==> src/rtl/bank_load_if.sv <==
// bank_load_if
//   Bundles the command channel, the beat stream and the load-mux drive
//   lines of bank_load_ctrl.
//   master : command/beat source and observer of the mux lines
//   slave  : the controller itself
//   Signals:
//     cmd_valid/cmd_ready, cmd_msm, cmd_bg_sel, cmd_base[11:0], cmd_len[11:0]
//     s_valid/s_ready, s_data[WIDTH_DATA_LOAD-1:0]
//     flag_msm, bg_sel, ntt_load_addr[9:0], ntt_load_en, ntt_load_wen,
//     msm_load_addr[11:0], msm_load_en, msm_load_wen,
//     data_load_in[WIDTH_DATA_LOAD-1:0], busy, done, err
interface bank_load_if #(
    parameter int WIDTH_DATA_LOAD = 512
);
    logic                       cmd_valid;
    logic                       cmd_ready;
    logic                       cmd_msm;
    logic                       cmd_bg_sel;
    logic [11:0]                cmd_base;
    logic [11:0]                cmd_len;
    logic                       s_valid;
    logic                       s_ready;
    logic [WIDTH_DATA_LOAD-1:0] s_data;
    logic                       flag_msm;
    logic                       bg_sel;
    logic [9:0]                 ntt_load_addr;
    logic                       ntt_load_en;
    logic                       ntt_load_wen;
    logic [11:0]                msm_load_addr;
    logic                       msm_load_en;
    logic                       msm_load_wen;
    logic [WIDTH_DATA_LOAD-1:0] data_load_in;
    logic                       busy;
    logic                       done;
    logic                       err;

    modport master (
        output cmd_valid, cmd_msm, cmd_bg_sel, cmd_base, cmd_len, s_valid, s_data,
        input  cmd_ready, s_ready, flag_msm, bg_sel, ntt_load_addr, ntt_load_en,
               ntt_load_wen, msm_load_addr, msm_load_en, msm_load_wen,
               data_load_in, busy, done, err
    );

    modport slave (
        input  cmd_valid, cmd_msm, cmd_bg_sel, cmd_base, cmd_len, s_valid, s_data,
        output cmd_ready, s_ready, flag_msm, bg_sel, ntt_load_addr, ntt_load_en,
               ntt_load_wen, msm_load_addr, msm_load_en, msm_load_wen,
               data_load_in, busy, done, err
    );
endinterface

==> src/rtl/bank_load_ctrl.sv <==
// bank_load_ctrl
//   Sequencer for the six-bank-group load mux of the NTT/MSM accelerator.
//   Takes one load command (mode, group select, base, beat count), streams
//   that many beats from a valid/ready source into the mux as registered
//   write strobes at base+idx, and pulses done when the command retires.
//   Ports:
//     clk  - rising-edge clock
//     rst  - asynchronous active-high reset
//     bus  - bank_load_if.slave (command, beat stream, mux drive lines)
//   Build option:
//     BANK_LOAD_CTRL_RANGE_CHK_EN - reject commands whose base+len exceeds
//     the selected mode's depth (err and done pulse together, no strobes).
//     Undefined: no check, addresses wrap at port width, err stays 0.
//
//   state | meaning
//   IDLE  | waiting for a command, cmd_ready=1
//   RUN   | accepting beats, s_ready=1
//   DONE  | one-cycle retire (done=1), then IDLE
module bank_load_ctrl #(
    parameter int WIDTH_DATA_LOAD = 512,
    parameter int NTT_DEPTH       = 1024,
    parameter int MSM_DEPTH       = 2560
) (
    input  logic        clk,
    input  logic        rst,
    bank_load_if.slave  bus
);
    localparam int NTT_AW = $clog2(NTT_DEPTH);
    localparam int MSM_AW = $clog2(MSM_DEPTH);

    typedef enum logic [1:0] {IDLE, RUN, DONE} state_t;

    state_t                     state_q, state_d;
    logic                       msm_q, msm_d;
    logic                       bg_q, bg_d;
    logic [11:0]                base_q, base_d;
    logic [11:0]                len_q, len_d;
    logic [11:0]                idx_q, idx_d;
    logic [WIDTH_DATA_LOAD-1:0] data_q, data_d;
    logic [NTT_AW-1:0]          ntt_addr_q, ntt_addr_d;
    logic                       ntt_en_q, ntt_en_d;
    logic [MSM_AW-1:0]          msm_addr_q, msm_addr_d;
    logic                       msm_en_q, msm_en_d;
    logic                       err_q, err_d;
    logic                       cmd_ready, s_ready;
    logic                       reject;
    logic [11:0]                addr_cur;

`ifdef BANK_LOAD_CTRL_RANGE_CHK_EN
    // 13-bit sum so base+len cannot wrap past the depth limit
    logic [12:0] end_beat;
    logic [12:0] depth;
    assign end_beat = {1'b0, bus.cmd_base} + {1'b0, bus.cmd_len};
    assign depth    = bus.cmd_msm ? 13'(MSM_DEPTH) : 13'(NTT_DEPTH);
    assign reject   = (end_beat > depth);
`else
    assign reject   = 1'b0;
`endif

    assign addr_cur = base_q + idx_q;

    always_comb begin
        state_d    = state_q;
        msm_d      = msm_q;
        bg_d       = bg_q;
        base_d     = base_q;
        len_d      = len_q;
        idx_d      = idx_q;
        data_d     = data_q;
        ntt_addr_d = ntt_addr_q;
        msm_addr_d = msm_addr_q;
        ntt_en_d   = 1'b0;
        msm_en_d   = 1'b0;
        err_d      = 1'b0;
        cmd_ready  = 1'b0;
        s_ready    = 1'b0;
        case (state_q)
            IDLE: begin
                cmd_ready = 1'b1;
                if (bus.cmd_valid) begin
                    msm_d  = bus.cmd_msm;
                    bg_d   = bus.cmd_bg_sel;
                    base_d = bus.cmd_base;
                    len_d  = bus.cmd_len;
                    idx_d  = '0;
                    // the mode not being loaded parks its address at 0
                    if (bus.cmd_msm) ntt_addr_d = '0;
                    else             msm_addr_d = '0;
                    if (reject) begin
                        err_d   = 1'b1;
                        state_d = DONE;
                    end else if (bus.cmd_len == 12'd0) begin
                        state_d = DONE;
                    end else begin
                        state_d = RUN;
                    end
                end
            end
            RUN: begin
                s_ready = 1'b1;
                if (bus.s_valid) begin
                    data_d = bus.s_data;
                    if (msm_q) begin
                        msm_en_d   = 1'b1;
                        msm_addr_d = addr_cur[MSM_AW-1:0];
                    end else begin
                        ntt_en_d   = 1'b1;
                        ntt_addr_d = addr_cur[NTT_AW-1:0];
                    end
                    idx_d = idx_q + 12'd1;
                    if (idx_q == len_q - 12'd1) state_d = DONE;
                end
            end
            DONE:    state_d = IDLE;
            default: state_d = IDLE;
        endcase
    end

    always_ff @(posedge clk or posedge rst) begin
        if (rst) begin
            state_q    <= IDLE;
            msm_q      <= 1'b0;
            bg_q       <= 1'b0;
            base_q     <= '0;
            len_q      <= '0;
            idx_q      <= '0;
            data_q     <= '0;
            ntt_addr_q <= '0;
            msm_addr_q <= '0;
            ntt_en_q   <= 1'b0;
            msm_en_q   <= 1'b0;
            err_q      <= 1'b0;
        end else begin
            state_q    <= state_d;
            msm_q      <= msm_d;
            bg_q       <= bg_d;
            base_q     <= base_d;
            len_q      <= len_d;
            idx_q      <= idx_d;
            data_q     <= data_d;
            ntt_addr_q <= ntt_addr_d;
            msm_addr_q <= msm_addr_d;
            ntt_en_q   <= ntt_en_d;
            msm_en_q   <= msm_en_d;
            err_q      <= err_d;
        end
    end

    assign bus.cmd_ready     = cmd_ready;
    assign bus.s_ready       = s_ready;
    assign bus.flag_msm      = msm_q;
    assign bus.bg_sel        = bg_q;
    assign bus.ntt_load_addr = ntt_addr_q;
    assign bus.ntt_load_en   = ntt_en_q;
    assign bus.ntt_load_wen  = ntt_en_q;
    assign bus.msm_load_addr = msm_addr_q;
    assign bus.msm_load_en   = msm_en_q;
    assign bus.msm_load_wen  = msm_en_q;
    assign bus.data_load_in  = data_q;
    assign bus.busy          = (state_q != IDLE);
    assign bus.done          = (state_q == DONE);
    assign bus.err           = err_q;
endmodule

==> src/flat_wrapper.sv <==
// flat-port wrapper written by rule: the top's interface ports become plain ports
module bank_load_ctrl_flat 
#(
    parameter int WIDTH_DATA_LOAD = 512,
    parameter int NTT_DEPTH       = 1024,
    parameter int MSM_DEPTH       = 2560
)
  (clk, rst, bus_cmd_valid, bus_cmd_msm, bus_cmd_bg_sel, bus_cmd_base, bus_cmd_len, bus_s_valid, bus_s_data, bus_cmd_ready, bus_s_ready, bus_flag_msm, bus_bg_sel, bus_ntt_load_addr, bus_ntt_load_en, bus_ntt_load_wen, bus_msm_load_addr, bus_msm_load_en, bus_msm_load_wen, bus_data_load_in, bus_busy, bus_done, bus_err);
  bank_load_if #(.WIDTH_DATA_LOAD(WIDTH_DATA_LOAD)) bus_i ();
  input  logic clk;
  input  logic rst;
  input wire logic [$bits(bus_i.cmd_valid)-1:0] bus_cmd_valid;
  input wire logic [$bits(bus_i.cmd_msm)-1:0] bus_cmd_msm;
  input wire logic [$bits(bus_i.cmd_bg_sel)-1:0] bus_cmd_bg_sel;
  input wire logic [$bits(bus_i.cmd_base)-1:0] bus_cmd_base;
  input wire logic [$bits(bus_i.cmd_len)-1:0] bus_cmd_len;
  input wire logic [$bits(bus_i.s_valid)-1:0] bus_s_valid;
  input wire logic [$bits(bus_i.s_data)-1:0] bus_s_data;
  output wire logic [$bits(bus_i.cmd_ready)-1:0] bus_cmd_ready;
  output wire logic [$bits(bus_i.s_ready)-1:0] bus_s_ready;
  output wire logic [$bits(bus_i.flag_msm)-1:0] bus_flag_msm;
  output wire logic [$bits(bus_i.bg_sel)-1:0] bus_bg_sel;
  output wire logic [$bits(bus_i.ntt_load_addr)-1:0] bus_ntt_load_addr;
  output wire logic [$bits(bus_i.ntt_load_en)-1:0] bus_ntt_load_en;
  output wire logic [$bits(bus_i.ntt_load_wen)-1:0] bus_ntt_load_wen;
  output wire logic [$bits(bus_i.msm_load_addr)-1:0] bus_msm_load_addr;
  output wire logic [$bits(bus_i.msm_load_en)-1:0] bus_msm_load_en;
  output wire logic [$bits(bus_i.msm_load_wen)-1:0] bus_msm_load_wen;
  output wire logic [$bits(bus_i.data_load_in)-1:0] bus_data_load_in;
  output wire logic [$bits(bus_i.busy)-1:0] bus_busy;
  output wire logic [$bits(bus_i.done)-1:0] bus_done;
  output wire logic [$bits(bus_i.err)-1:0] bus_err;
  assign bus_i.cmd_valid = bus_cmd_valid;
  assign bus_i.cmd_msm = bus_cmd_msm;
  assign bus_i.cmd_bg_sel = bus_cmd_bg_sel;
  assign bus_i.cmd_base = bus_cmd_base;
  assign bus_i.cmd_len = bus_cmd_len;
  assign bus_i.s_valid = bus_s_valid;
  assign bus_i.s_data = bus_s_data;
  assign bus_cmd_ready = bus_i.cmd_ready;
  assign bus_s_ready = bus_i.s_ready;
  assign bus_flag_msm = bus_i.flag_msm;
  assign bus_bg_sel = bus_i.bg_sel;
  assign bus_ntt_load_addr = bus_i.ntt_load_addr;
  assign bus_ntt_load_en = bus_i.ntt_load_en;
  assign bus_ntt_load_wen = bus_i.ntt_load_wen;
  assign bus_msm_load_addr = bus_i.msm_load_addr;
  assign bus_msm_load_en = bus_i.msm_load_en;
  assign bus_msm_load_wen = bus_i.msm_load_wen;
  assign bus_data_load_in = bus_i.data_load_in;
  assign bus_busy = bus_i.busy;
  assign bus_done = bus_i.done;
  assign bus_err = bus_i.err;
  bank_load_ctrl #(.WIDTH_DATA_LOAD(WIDTH_DATA_LOAD), .NTT_DEPTH(NTT_DEPTH), .MSM_DEPTH(MSM_DEPTH)) u_core (.clk(clk), .rst(rst), .bus(bus_i));
endmodule
==> config.mk <==
export PLATFORM = sky130hd
export DESIGN_NAME = bank_load_ctrl_flat
export DESIGN_NICKNAME = d
export VERILOG_FILES = /design/src/rtl/bank_load_if.sv /design/src/rtl/bank_load_ctrl.sv /design/src/flat_wrapper.sv
export SDC_FILE = /design/constraint.sdc
export NUM_CORES = 1
export LEC_CHECK = 0
export ABC_AREA = 1
export CAP_MARGIN = 20
export CORE_AREA = 2 2 418 420
export CTS_BUF_LIST = sky130_fd_sc_hd__clkbuf_8
export DETAILED_ROUTE_END_ITERATION = 8
export DIE_AREA = 0 0 420 422
export PLACE_DENSITY = 0.43
export RECOVER_POWER = 50
export REMOVE_ABC_BUFFERS = 1
export SLEW_MARGIN = 5
export SYNTH_ARGS = -nofsm -noshare
export SYNTH_HDL_FRONTEND = slang
export SYNTH_SLANG_ARGS = --single-unit
==> constraint.sdc <==
create_clock -name clk -period 37.6 [get_ports clk]
set_clock_uncertainty 0.1 [all_clocks]
set_input_delay 5.64 -clock clk [delete_from_list [all_inputs] [get_ports clk]]
set_output_delay 5.64 -clock clk [all_outputs]
set_load 0.005 [all_outputs]
==> impl_metrics.yaml <==
global_routing:
  grt_pass1_vias: 21500
  grt_overflow: 0
  grt_max_degree: 182
  antenna_found_initial: 54
  grt_pass1_wl_um: 169000
  grt_use_total: 0.133
setup_path:
  path_delay_family: "buffers and inverters"
  path_buf_inv: 4
  crit_chain: "dlygate4sd3_1 > inv_1 > nor2_1 > clkinvlp_2 > clkbuf_1 > nand2_1 > nand2_1"
  cp_max_fo: 181
  startpoint_type: "input pin"
  critPathRequiredTime_ns: 38.27
  cp_slowest_cell: "clkbuf_1"
  r2r-end: "u_core.bus.data_load_in[304]"
  worst-setup-path-type: "in -> reg"
  cp_slowest_stage_delay_ns: 6.08
  crit_top_cell: "nand2_1"
  crit_arrival_ns: 16.02
  reg2reg_depth: 8
  end_kind: "register"
  path_depth: 7
  reg2reg_setup_slack_ns: 26.81
  r2r-start: "u_core.state_q[0]"
hold_path:
  min_from: "u_core.bus.data_load_in[435]"
  hp-class: "reg -> reg"
  whs_path_depth: 2
  hold_end: "u_core.bus.data_load_in[435]"
yosys:
  synthAdderAreaFrac: 0.00801
  synth_compound_area_frac: 0.0185
  synth-edff-count: 0
  synthCells: 2658
  synth_area_leaders: "dfrtp_1 (63%), nand2_1 (28%), buf_2 (1.5%)"
  synthSimpleGateAreaFrac: 0.300
  ys_ff_latch: 576
  synth_top_family_by_area: "simple AND/OR/NAND/NOR gates"
  seq_area_frac_synth: 0.632
  synth_warnings: 0
  muxShareOfSynthArea: 0
  syn_avg_cell_area_um2: 8.58
  synth_top_flop_cell: "dfrtp_1"
  synthXorXnorAreaFrac: 0.00307
  yosysTopAreaCell: "dfrtp_1"
  async_reset_ff_frac: 1.00
  synth_top_area_share: 0.632
  synth_cell_types: 34
  syn_area_um2: 22800
pwr:
  power_frac_seq: 0.362
  power.clock.fraction: 0.229
  p_leak_nw: 18.6
  power.internal_w: 0.00190
  p_total_w: 0.00302
  powerDensity_nw_per_um2: 78.6
  pwr-share-comb: 0.410
  ir_worst_vdd_mv: 0.0345
  switchingPower_w: 0.00112
  p_sw_frac: 0.369
detailed_routing:
  wl_per_cell_um: 19.7
  drt-initial-drc-count: 1298
  vias: 21500
  firstDrtPassIters: 6
  drc: 0
  avgViaCountPerCell: 3.48
  ant_nets: 0
  routed_wl_um: 121000
cts:
  max-clock-path-buffers: 3
  post_cts_buffers: 0
  root_buffer: "clkbuf_8"
  numCtsBuffers: 114
  cts_tree: "done"
  clk_latency_ns: 0.83
  cts_hold_buf: 0
  clock-sinks: 576
  h-tree-depth: 3
  clkTransAtPathRegs_ns: 0.06
  post_cts_resized: 0
status:
  status: "finished with violations"
  violations: "capacitance limit, slew limit"
placement:
  place_congestion: 0.930
  numPortBuffers: 1085
  dpl.hpwl_um: 92600
floorplan:
  rows: 153
  io_pins: 1087
  die_w_um: 420
  core_um2: 173000
  dieArea_um2: 177000
  die_h_um: 422
  start_util: 0.132
timing:
  tightest_slew_ns: 8.63
  clock.fmax_mhz: 65.1
  min_period_over_period: 0.408
  tns_ns: 0
  slew_headroom: -4.75
  final-setup-viol-count: 0
  period_minus_slack_ns: 15.35
  final_hold_viol_count: 0
  rsz0062_at_grt: "no"
  maxSlewViolCount: 740
layout:
  syn2layout_area_growth_pct: 68.6
  final_nets: 4306
  final_layout_size_suffix_gt1_frac: 0.0490
job:
  cap_violations: 9
[per-layer routing]
metal  vias to the layer above  GRT usage  share of wire
li1                      10300          -              -
met1                     10200      0.160           0.41
met2                       713      0.225           0.49
met3                       213     0.0432          0.074
met4                        44     0.0379          0.023
met5                         -          0         0.0024
[kinds of logic (layout without fill, tap and decap cells)]
| kind of cell | Yosys count | after routing |
|---|---|---|
| other cells | 1 | 8 |
| xor+xnor | 8 | 8 |
| simple gates | 1795 | 1795 |
| compound gates | 80 | 80 |
| fa+ha+maj | 14 | 14 |
| buf+inv | 184 | 1361 |
| flops | 576 | 576 |
[worst max path at each step]
stage | slack [ns] | to | start
floorplan | 7.66 | u_core.idx_q[0] | bus_s_valid
global placement | 27.31 | u_core.bus.data_load_in[269] | rst
detailed placement | 27.31 | u_core.bus.data_load_in[69] | rst
CTS | 28.30 | u_core.idx_q[7] | rst
global route | 21.12 | u_core.bus.data_load_in[338] | bus_s_valid
finish | 22.25 | u_core.bus.data_load_in[304] | bus_s_valid
[registers in the layout, indices dropped and copies added (netlist names)]
signal and cells:
u_core.base_q 12, u_core.bus.bg_sel 1, u_core.bus.data_load_in 512, u_core.bus.flag_msm 1, u_core.bus.msm_load_addr 12, u_core.bus.msm_load_en 1, u_core.bus.ntt_load_addr 10, u_core.bus.ntt_load_en 1
u_core.idx_q 12, u_core.len_q 12, u_core.state_q 2
[worst reg2reg max path, delay by kind of cell (launching register included)]
| family | cells | cell delay (ns) |
|---|---|---|
| and+or+nand+nor | 4 | 1.07 |
| buffers and inverters | 4 | 9.14 |
| DFF | 1 | 0.42 |
[synth_stat cells, types with 4 or more instances]
cell type	count
buf_4	25
xor2_1	5
clkbuf_1	29
a21oi_1	24
o21ai_0	43
nand2_1	1708
ha_1	13
inv_1	52
inv_2	5
buf_2	68
o21ai_1	4
nor2_1	37
nand3_1	24
buf_1	4
nor2_2	5
nor3_1	8
dfrtp_1	576
[layout make-up]
class	count	area [um2]
antenna	7	17.5
clock buffer	145	2000
clock inverter	56	398
fill	19100	134000
inverter	57	216
multi-input combinational	1898	7500
sequential	576	14400
tap	2325	2910
timing repair buffer	1103	11000
[power by group through the flow]
stage / clock network (W) / logic [W] / registers, W
4_1_cts: 0.000727 / 0.00131 / 0.00110
3_5_place_dp: 0 / 0.00131 / 0.00110
6_report: 0.000690 / 0.00124 / 0.00109
3_3_place_gp: 0 / 0.00131 / 0.00110
2_1_floorplan: 0 / 0.000466 / 0.00108
5_1_grt: 0.000748 / 0.00136 / 0.00113
[through the flow]
step                instances   util  cell area [um2]  worst slack (ns)  hold slack [ns]
floorplan                2531      -            22100              7.66            0.346
global placement         5959  0.209            36100             27.31            0.353
detailed placement       5959  0.209            36100             27.31            0.357
CTS                      6160  0.223            38500             28.30            0.372
global route             6166  0.222            38400             21.12            0.379
finish                   6167  0.222            38400             22.25            0.362
[cells in the final DEF, fill, tap and decap left out, types with 5 or more instances in the layout]
cell / Yosys / layout
a21oi_1: 24 / 24
buf_4: 25 / 9
bufinv_16: 0 / 5
clkbuf_1: 29 / 7
clkbuf_8: 0 / 145
clkdlybuf4s50_1: 0 / 788
clkinv_2: 0 / 8
dfrtp_1: 576 / 576
diode_2: 0 / 7
dlygate4sd3_1: 0 / 297
ha_1: 13 / 13
inv_1: 52 / 89
nand2_1: 1708 / 1710
nand3_1: 24 / 24
nor2_1: 37 / 39
nor3_1: 8 / 9
o21ai_0: 43 / 45
xor2_1: 5 / 5
No activity file was read; power rests on OpenSTA's default activity.
